`src/rtl/regfile_scoreboard_pkg.sv`:
```
// Shared types for the register-file hazard scoreboard and its write-port arbiter.
package regfile_scoreboard_pkg;

  localparam int NUM_REGS = 32;

  typedef logic [4:0] RegIdx;

  typedef struct packed {
    logic        valid;
    RegIdx       rd;
    logic [31:0] data;
  } WbReq;

endpackage

```
`src/rtl/regfile_scoreboard_wb_arbiter.sv`:
```
// Fixed-priority merge of ALU and load write-backs onto the single registered write port.
module regfile_scoreboard_wb_arbiter
  import regfile_scoreboard_pkg::*;
(
  input  logic        clk,
  input  logic        rst,
  input  logic        alu_valid_i,
  input  logic [4:0]  alu_rd_i,
  input  logic [31:0] alu_data_i,
  input  logic        ld_valid_i,
  input  logic [4:0]  ld_rd_i,
  input  logic [31:0] ld_data_i,
  output logic        ld_ready_o,
  output logic        wback_o,
  output logic [4:0]  wreg_o,
  output logic [31:0] wdata_o
);

  // Handshake: ALU results cannot be back-pressured, so the ALU always wins.
  // A load transfers in the cycle where ld_valid_i & ld_ready_o; until then the
  // load unit holds rd/data stable.
  WbReq sel_d;
  WbReq port_q;

  assign ld_ready_o = ld_valid_i & ~alu_valid_i;

  always_comb begin
    sel_d = '0;
    if (alu_valid_i) begin
      sel_d.valid = 1'b1;
      sel_d.rd    = alu_rd_i;
      sel_d.data  = alu_data_i;
    end else if (ld_valid_i) begin
      sel_d.valid = 1'b1;
      sel_d.rd    = ld_rd_i;
      sel_d.data  = ld_data_i;
    end
  end

  // Index and data hold their last value on idle cycles.
  always_ff @(posedge clk) begin
    if (rst) begin
      port_q <= '0;
    end else begin
      port_q.valid <= sel_d.valid;
      if (sel_d.valid) begin
        port_q.rd   <= sel_d.rd;
        port_q.data <= sel_d.data;
      end
    end
  end

  assign wback_o = port_q.valid;
  assign wreg_o  = port_q.rd;
  assign wdata_o = port_q.data;

endmodule

```
`src/rtl/regfile_scoreboard.sv`:
```
// Per-register pending-write counters, RAW/WAW issue stall, and write-port arbitration.
module regfile_scoreboard
  import regfile_scoreboard_pkg::*;
#(
  parameter int PEND_W = 2
) (
  input  logic        clk,
  input  logic        rst,
  input  logic        issue_valid,
  input  logic [4:0]  issue_rs1,
  input  logic [4:0]  issue_rs2,
  input  logic        issue_use_rs1,
  input  logic        issue_use_rs2,
  input  logic [4:0]  issue_rd,
  input  logic        issue_wr,
  output logic        issue_stall,
  input  logic        alu_wb_valid,
  input  logic [4:0]  alu_wb_rd,
  input  logic [31:0] alu_wb_data,
  input  logic        ld_wb_valid,
  input  logic [4:0]  ld_wb_rd,
  input  logic [31:0] ld_wb_data,
  output logic        ld_wb_ready,
  output logic        o_wback,
  output logic [4:0]  o_wreg,
  output logic [31:0] o_wdata,
  output logic        o_err,
  output logic [31:0] o_stall_cnt
);

  localparam logic [PEND_W-1:0] PEND_MAX = '1;
  localparam logic [PEND_W-1:0] PEND_ONE = PEND_W'(1);

  logic [PEND_W-1:0]   pend_q [NUM_REGS];
  logic                err_q;
  logic [31:0]         stall_cnt_q;
  logic                rs1_blocked;
  logic                rs2_blocked;
  logic                waw_cap;
  logic                fire;
  logic [NUM_REGS-1:0] inc_vec;
  logic [NUM_REGS-1:0] dec_vec;
  logic                retire_zero;

  regfile_scoreboard_wb_arbiter u_wb_arbiter (
    .clk         (clk),
    .rst         (rst),
    .alu_valid_i (alu_wb_valid),
    .alu_rd_i    (alu_wb_rd),
    .alu_data_i  (alu_wb_data),
    .ld_valid_i  (ld_wb_valid),
    .ld_rd_i     (ld_wb_rd),
    .ld_data_i   (ld_wb_data),
    .ld_ready_o  (ld_wb_ready),
    .wback_o     (o_wback),
    .wreg_o      (o_wreg),
    .wdata_o     (o_wdata)
  );

  // A source whose last outstanding write is on the port this cycle is served by the bypass.
  assign rs1_blocked = issue_use_rs1 && (issue_rs1 != '0) && (pend_q[issue_rs1] != '0) &&
                       !(o_wback && (o_wreg == issue_rs1) && (pend_q[issue_rs1] == PEND_ONE));
  assign rs2_blocked = issue_use_rs2 && (issue_rs2 != '0) && (pend_q[issue_rs2] != '0) &&
                       !(o_wback && (o_wreg == issue_rs2) && (pend_q[issue_rs2] == PEND_ONE));
  assign waw_cap     = issue_wr && (issue_rd != '0) && (pend_q[issue_rd] == PEND_MAX);

  assign issue_stall = rst | (issue_valid & (rs1_blocked | rs2_blocked | waw_cap));
  assign fire        = issue_valid & ~issue_stall;
  assign retire_zero = o_wback && (o_wreg != '0) && (pend_q[o_wreg] == '0);

  always_comb begin
    inc_vec = '0;
    dec_vec = '0;
    if (fire && issue_wr && (issue_rd != '0)) inc_vec[issue_rd] = 1'b1;
    if (o_wback && (o_wreg != '0))            dec_vec[o_wreg]   = 1'b1;
  end

  always_ff @(posedge clk) begin
    if (rst) begin
      for (int i = 0; i < NUM_REGS; i++) pend_q[i] <= '0;
      err_q       <= 1'b0;
      stall_cnt_q <= '0;
    end else begin
      pend_q[0] <= '0;
      // Retiring a zero count saturates at zero; the error flag records it.
      for (int i = 1; i < NUM_REGS; i++) begin
        if (inc_vec[i] && !dec_vec[i]) begin
          pend_q[i] <= pend_q[i] + PEND_ONE;
        end else if (dec_vec[i] && !inc_vec[i] && (pend_q[i] != '0)) begin
          pend_q[i] <= pend_q[i] - PEND_ONE;
        end
      end
      if (retire_zero) err_q <= 1'b1;
      if (issue_valid && issue_stall) stall_cnt_q <= stall_cnt_q + 32'd1;
    end
  end

  assign o_err       = err_q;
  assign o_stall_cnt = stall_cnt_q;

endmodule

```
`config.mk`:
```
export PLATFORM = sky130hd
export DESIGN_NAME = regfile_scoreboard
export DESIGN_NICKNAME = d
export VERILOG_FILES = /design/src/rtl/regfile_scoreboard_pkg.sv /design/src/rtl/regfile_scoreboard_wb_arbiter.sv /design/src/rtl/regfile_scoreboard.sv
export SDC_FILE = /design/constraint.sdc
export NUM_CORES = 1
export LEC_CHECK = 0
export CAP_MARGIN = 40
export CORE_MARGIN = 3
export CORE_UTILIZATION = 45
export CTS_CLUSTER_SIZE = 14
export DETAILED_ROUTE_END_ITERATION = 12
export GPL_ROUTABILITY_DRIVEN = 0
export HOLD_SLACK_MARGIN = 0.12
export PLACE_DENSITY = 0.68
export SETUP_SLACK_MARGIN = 0.05
export SKIP_LAST_GASP = 1
export SYNTH_ARGS = -nofsm -noshare
export SYNTH_HDL_FRONTEND = slang
export SYNTH_SLANG_ARGS = --single-unit
```
`constraint.sdc`:
```
create_clock -name clk -period 4.87 [get_ports clk]
set_input_delay 0.974 -clock clk [delete_from_list [all_inputs] [get_ports clk]]
set_output_delay 0.974 -clock clk [all_outputs]
set_load 0.05 [all_outputs]
```
==> results.py, run 1 <==
metrics = {
    "setup_path": {
        "worstSetupPathType": "in2out",
        "critPathLaunchType": "input port",
        "crit_buf_inv": 4,
        "cp.arrival_ns": 3.72,
        "cp_cell_sequence": "clkdlybuf4s50_1 -> buf_12 -> buf_4 -> mux2_2 -> a221oi_1 -> a41oi_1 -> a21oi_1 -> a221oi_4 -> o31ai_4 -> nand2_1 -> buf_4",
        "cpPeakStageDelay_ns": 0.51,
        "cp.depth": 11,
        "timing.rr.start": "pend_q[4][1]",
        "r2r_setup_slack_ns": 1.40,
        "crit_start": "issue_rd[1]",
        "slowest_stage": "clkdlybuf4s50_1",
        "path_delay_family": "compound AO/OA/AOI/OAI gates",
        "cp-end-kind": "output pin",
        "path_common_cell": "buf_4",
        "r2r_cells": 8,
        "critPathRequiredTime_ns": 3.90,
        "endpoint": "issue_stall",
        "path_max_fanout": 25,
        "r2r-end": "pend_q[9][1]",
    },
    "timing": {
        "hold_viol": 0,
        "fmax_ghz": 0.2129,
        "rsz0062_at_grt": "false",
        "worst_hold_slack_ns": 0.4946,
        "final_max_slew_viol_count": 0,
        "worstMarginPinSlew_ns": 0.8379,
        "relSlewSlack_pct": 43.93,
        "fin_setup_tns_ns": 0,
        "setup_viol": 0,
        "layout_setup_ws_ns": 0.1732,
        "timing.final.crit_share_pct": 96.44,
        "fin_skew_ns": 0.01197,
        "min_period_ns": 4.697,
    },
    "pwr": {
        "p_per_area_nw_per_um2": 259.8,
        "power_mw": 3.335,
        "peakVddDrop_uv": 248.8,
        "power_leakage_nw": 4.552,
    },
    "clock_network": {
        "cts_tree": "yes",
        "cts_root_buf": "clkbuf_16",
        "numCtsBuffers": 17,
        "clk_path_buf_depth": 2,
        "clk_pin_slew_worst_paths_ns": 0.06,
        "hold_buffers": 0,
        "numClockSinks": 138,
        "htree_num_levels": 4,
        "insertion_delay_ns": 0.43,
    },
    "finish": {
        "stdcell_area_um2": 12830,
        "drive_above_1_share_pct": 12.11,
        "final_nets": 1424,
        "fillers": 1957,
        "antenna_cells": 0,
        "multiInputGateArea_um2": 6394,
        "syn2layout_area_growth_pct": 25.22,
        "regArea_um2": 3383,
    },
    "synth": {
        "muxShareOfSynthArea_pct": 17.11,
        "ys_types": 69,
        "netlist_area_um2": 10250,
        "netlist_top_cells_count": "nor2_1 (159), a21oi_1 (106), nand2_1 (104), dfxtp_1 (76), mux2i_1 (74)",
        "yosysTopAreaCellShare_pct": 18.16,
        "synthAdderAreaFrac_pct": 0.2441,
        "synth_compound_area_share_pct": 16.70,
        "synth_top_family_by_area": "simple AND/OR/NAND/NOR gates",
        "synth_nets": 1289,
        "synth_edf_count": 62,
        "syn_inst": 1190,
        "ys.flop_type": "dfxtp_1",
        "synth_most_common_cell": "nor2_1",
        "avgSynthCellArea_um2": 8.613,
        "synth-xor-area-share_pct": 2.649,
        "yosysWarnings": 0,
        "synth.area.top_cells": "edfxtp_1 (18%), dfxtp_1 (15%), mux4_2 (8.1%)",
        "synth_top_cell_by_area": "edfxtp_1",
        "synth-simple-area-share_pct": 25.13,
        "async_reset_ff_share_pct": 0,
        "ys_ff_latch": 138,
        "ys_seq_area_share_pct": 33.01,
    },
    "placement": {
        "place_ws_ns": 0.1940,
        "dpl.hpwl_um": 24250,
        "placed_area_um2": 12280,
        "port_buffers": 169,
    },
    "routing": {
        "viasPerCell": 6.336,
        "drt_iter0_markers": 1027,
        "ant_nets": 0,
        "top_layer": "met4",
        "met1Wirelength_um": 13720,
        "dr_wl_met2_um": 15240,
        "drt_wl_total_um": 33710,
        "vias": 10250,
        "remaining_drc_errors": 0,
        "wl_per_cell_um": 20.84,
        "wl_met3_um": 3681,
        "first_pass_iters": 6,
    },
    "floorplanning": {
        "die_y_um": 156.9,
        "rows": 54,
        "fp.dieW_um": 156.9,
        "io_pins": 170,
        "core-area_um2": 22090,
        "initial_core_util_pct": 46.39,
        "die_area_um2": 24620,
    },
    "global_routing": {
        "grt_pass1_vias": 9530,
        "grt_pass1_wl_um": 52850,
        "antenna_found_initial": 0,
        "gr-usage-all-layers_pct": 27.23,
        "grt_start_max_net_pins": 76,
        "grt-ovfl-total": 0,
    },
    "status": {
        "status": "complete, no violations",
    },
    "flow_run": {
        "maxCapViolCount": 0,
    },
    "min_path": {
        "hp-class": "reg2reg",
    },
}
-- power breakdown --
| part | internal [mW] | leakage (nW) | switching, mW |
|---|---|---|---|
| Combinational | 0.318 | 3.03 | 0.398 |
| Clock | 0.704 | 0.262 | 0.536 |
| Sequential | 1.27 | 1.26 | 0.108 |
-- worst min-delay path, stage by stage (launching register included) --
cell and delay (ns):
dfxtp_1 0.32, o31ai_1 0.06, a21oi_1 0.06
-- layer usage --
metal / track usage (%) / up-vias
li1: - / 4752
met2: 41.95 / 593
met5: 0 / -
met1: 37.24 / 4818
met4: 9.962 / 0
met3: 6.846 / 88
-- what timing repair did --
action | in CTS | in global routing
endpoints found under the setup margin | 0 | 1
hold endpoints to repair | 0 | 0
resized for setup | 0 | 1
buffers inserted | 0 | 0
-- final cells by class --
class / count / area share, %
inverter: 16 / 0.4679
clock buffer: 18 / 3.344
sequential: 138 / 26.36
multi-input combinational: 932 / 49.81
tap: 280 / 2.730
clock inverter: 14 / 0.9456
timing repair buffer: 220 / 16.34
-- sequential cells by signal, indices dropped and copies added (netlist names), named ones only --
register,count
o_err,1
pend_q,62
o_stall_cnt,32
u_wb_arbiter.wreg_o,5
u_wb_arbiter.wdata_o,32
u_wb_arbiter.wback_o,1
-- worst min-delay path by stage --
stage                     slack, ns       startpoint  cells past startpoint               to
after floorplan                0.60    pend_q[17][0]                      1    pend_q[17][0]
after global placement         0.46            o_err                      2            o_err
after detailed placement       0.48            o_err                      2            o_err
after CTS                      0.50            o_err                      2            o_err
after global routing           0.52  o_stall_cnt[21]                      2  o_stall_cnt[21]
final                          0.49  o_stall_cnt[21]                      2  o_stall_cnt[21]
-- cell families after synthesis --
| family | count (synthesis) |
|---|---|
| multiplexers | 127 |
| buffers and inverters | 120 |
| flip-flops | 138 |
| XOR/XNOR | 31 |
| AND/OR/NAND/NOR | 506 |
| adder cells (fa/ha/maj) | 2 |
| AO/OA/AOI/OAI | 266 |
-- metrics by stage --
step	std cells	utilization, %
6_report	1618	58.09
5_1_grt	1618	58.09
3_3_place_gp	1584	55.49
4_1_cts	1618	58.05
2_1_floorplan	1190	-
3_5_place_dp	1586	55.56
-- cell usage in the layout, fill, tap and decap left out, drive strengths merged, types with 20 or more instances in the layout --
master / instances
o21ai: 41
nor3: 20
mux4: 37
inv: 20
or3: 25
buf: 55
nor4: 22
nor2: 159
edfxtp: 62
nand3: 57
xor2: 28
nand4: 21
o31ai: 24
clkdlybuf4s50: 165
or4: 24
dfxtp: 76
nand2: 104
a21oi: 106
mux2i: 74
(Power assumes the default switching activity.)
==> inputs of run 2 (changes only) <==
--- a/config.mk
+++ b/config.mk
@@ -13,6 +13,7 @@
 export GPL_ROUTABILITY_DRIVEN = 0
 export HOLD_SLACK_MARGIN = 0.12
 export PLACE_DENSITY = 0.68
+export RECOVER_POWER = 50
 export SETUP_SLACK_MARGIN = 0.05
 export SKIP_LAST_GASP = 1
 export SYNTH_ARGS = -nofsm -noshare
==> run 2 against run 1 <==
Net effect:
- via count is 0.57% lower
- register-to-register slack worse by 0.21 ns
- global-route usage stayed put
- fmax is 0.34% higher
- largest cell class unchanged
==> results.py, run 2 (synthesized netlist as in run 1, its figures left out) <==
metrics = {
    "timing": {
        "fin_setup_tns_ns": 0,
        "worstMarginPinSlew_ns": 1.394,
        "hold_viol": 0,
        "rsz0062_at_grt": "false",
        "min_period_ns": 4.681,
        "timing.final.crit_share_pct": 96.12,
        "relSlewSlack_pct": 7.052,
        "worst_hold_slack_ns": 0.4915,
        "final_max_slew_viol_count": 0,
        "fin_skew_ns": 0.01350,
        "setup_viol": 0,
        "fmax_ghz": 0.2136,
    },
    "global_routing": {
        "grt_pass1_wl_um": 52850,
        "gr-usage-all-layers_pct": 27.23,
        "grt_start_max_net_pins": 76,
        "grt_pass1_vias": 9530,
        "grt-ovfl-total": 0,
        "antenna_found_initial": 0,
    },
    "placement": {
        "port_buffers": 169,
        "dpl.hpwl_um": 24250,
    },
    "clock_network": {
        "cts_root_buf": "clkbuf_16",
        "cts_tree": "yes",
        "clk_path_buf_depth": 2,
        "numCtsBuffers": 17,
        "insertion_delay_ns": 0.43,
        "numClockSinks": 138,
        "htree_num_levels": 4,
        "clk_pin_slew_worst_paths_ns": 0.06,
    },
    "finish": {
        "fillers": 1961,
        "regMostFlops": "pend_q",
        "syn2layout_area_growth_pct": 25.07,
        "multiInputGateArea_um2": 6394,
        "final_nets": 1424,
        "most-common-layout-cells": "nor2_1 (159), a21oi_1 (106), nand2_1 (104)",
        "regArea_um2": 3383,
        "layout_commonest_cell": "nor2_1",
        "drive_above_1_share_pct": 11.96,
        "antenna_cells": 0,
        "largest_register_ffs": 62,
    },
    "setup_path": {
        "critPathLaunchType": "input port",
        "path_common_cell": "buf_4",
        "cp-end-kind": "output pin",
        "path_max_fanout": 25,
        "cp_cell_sequence": "clkdlybuf4s50_1 -> buf_12 -> buf_4 -> mux2_2 -> a221oi_1 -> a41oi_1 -> a21oi_1 -> a221oi_4 -> o31ai_4 -> nand2_1 -> buf_4",
        "slowest_stage": "clkdlybuf4s50_1",
        "cp.arrival_ns": 3.71,
        "worstSetupPathType": "in2out",
        "critPathRequiredTime_ns": 3.90,
        "cpPeakStageDelay_ns": 0.51,
    },
    "min_path": {
        "hp-class": "reg2reg",
    },
    "routing": {
        "viasPerCell": 6.300,
        "wl_per_cell_um": 20.81,
        "vias": 10190,
        "remaining_drc_errors": 0,
        "drt_wl_total_um": 33680,
        "drt_iter0_markers": 1065,
        "first_pass_iters": 5,
        "ant_nets": 0,
    },
    "status": {
        "status": "complete, no violations",
    },
    "floorplanning": {
        "fp.dieW_um": 156.9,
        "initial_core_util_pct": 46.39,
        "rows": 54,
        "core-area_um2": 22090,
        "die_y_um": 156.9,
        "io_pins": 170,
        "die_area_um2": 24620,
    },
    "flow_run": {
        "maxCapViolCount": 0,
    },
    "pwr": {
        "peakVddDrop_uv": 247.9,
        "power_leakage_nw": 4.749,
        "p_per_area_nw_per_um2": 259.2,
    },
}
## run 2: cell types whose count changed in the layout (fill, tap and decap cells not counted)
cell             previous run  this run
clkbuf_1                    1         3
clkbuf_2                    0         3
buf_4                      50        45
dlygate4sd3_1               0        72
clkdlybuf4s50_1           165        93
## run 2: power breakdown
group / total [mW] / internal (mW) / leakage (nW) / switching [mW]
clock network: 1.24 / 0.704 / 0.262 / 0.536
logic: 0.706 / 0.309 / 3.23 / 0.397
registers: 1.38 / 1.27 / 1.26 / 0.107
total: 3.32 / 2.28 / 4.75 / 1.04
## run 2: per-layer routing
layer	up-vias	track usage [%]	wire length [um]
met4	0	9.962	1094
li1	4751	-	-
met5	-	0	0
met3	78	6.846	3527
met1	4828	37.24	13810
met2	536	41.95	15250
## run 2: worst paths after layout
| path | startpoint | slack (ns) | cells past startpoint | end |
|---|---|---|---|---|
| hold / removal | o_stall_cnt[29] | 0.49 | 2 | o_stall_cnt[29] |
| setup / recovery | issue_rd[1] | 0.19 | 11 | issue_stall |
| hold reg to reg | o_stall_cnt[29] | 0.49 | 2 | o_stall_cnt[29] |
| setup reg to reg | pend_q[4][1] | 1.19 | 8 | pend_q[9][1] |
## run 2: layout make-up
| class | instances | area share, % |
|---|---|---|
| multi-input cells | 932 | 49.87 |
| clock buffers | 18 | 3.348 |
| clock inverters | 14 | 0.9467 |
| well taps | 280 | 2.733 |
| inverters | 16 | 0.4685 |
| repair buffers | 220 | 16.24 |
| flip-flops and latches | 138 | 26.39 |
## run 2: metrics by stage
step / instances / utilization, % / cell area, um2 / setup slack (ns) / power, mW
global placement: 1584 / 55.49 / 12260 / 0.2422 / 2.092
detailed placement: 1586 / 55.56 / 12280 / 0.1940 / 2.102
CTS: 1618 / 58.05 / 12830 / 0.1681 / 3.342
global route: 1618 / 58.02 / 12820 / 0.1071 / 3.450
floorplan: 1190 / - / 10250 / 0.6097 / 1.818
finish: 1618 / 58.02 / 12820 / 0.1891 / 3.324
## run 2: what timing repair did
item                       CTS  global route
resized for setup            0             1
setup endpoints to repair    0             1
hold buffers                 0             0
buffers inserted             0             0
## run 2: critical path, delay by kind of cell
kind | cells | cell delay, ns
muxes | 1 | 0.36
buffers and inverters | 4 | 1.12
AOI/OAI and AO/OA | 5 | 1.12
and+or+nand+nor | 1 | 0.13
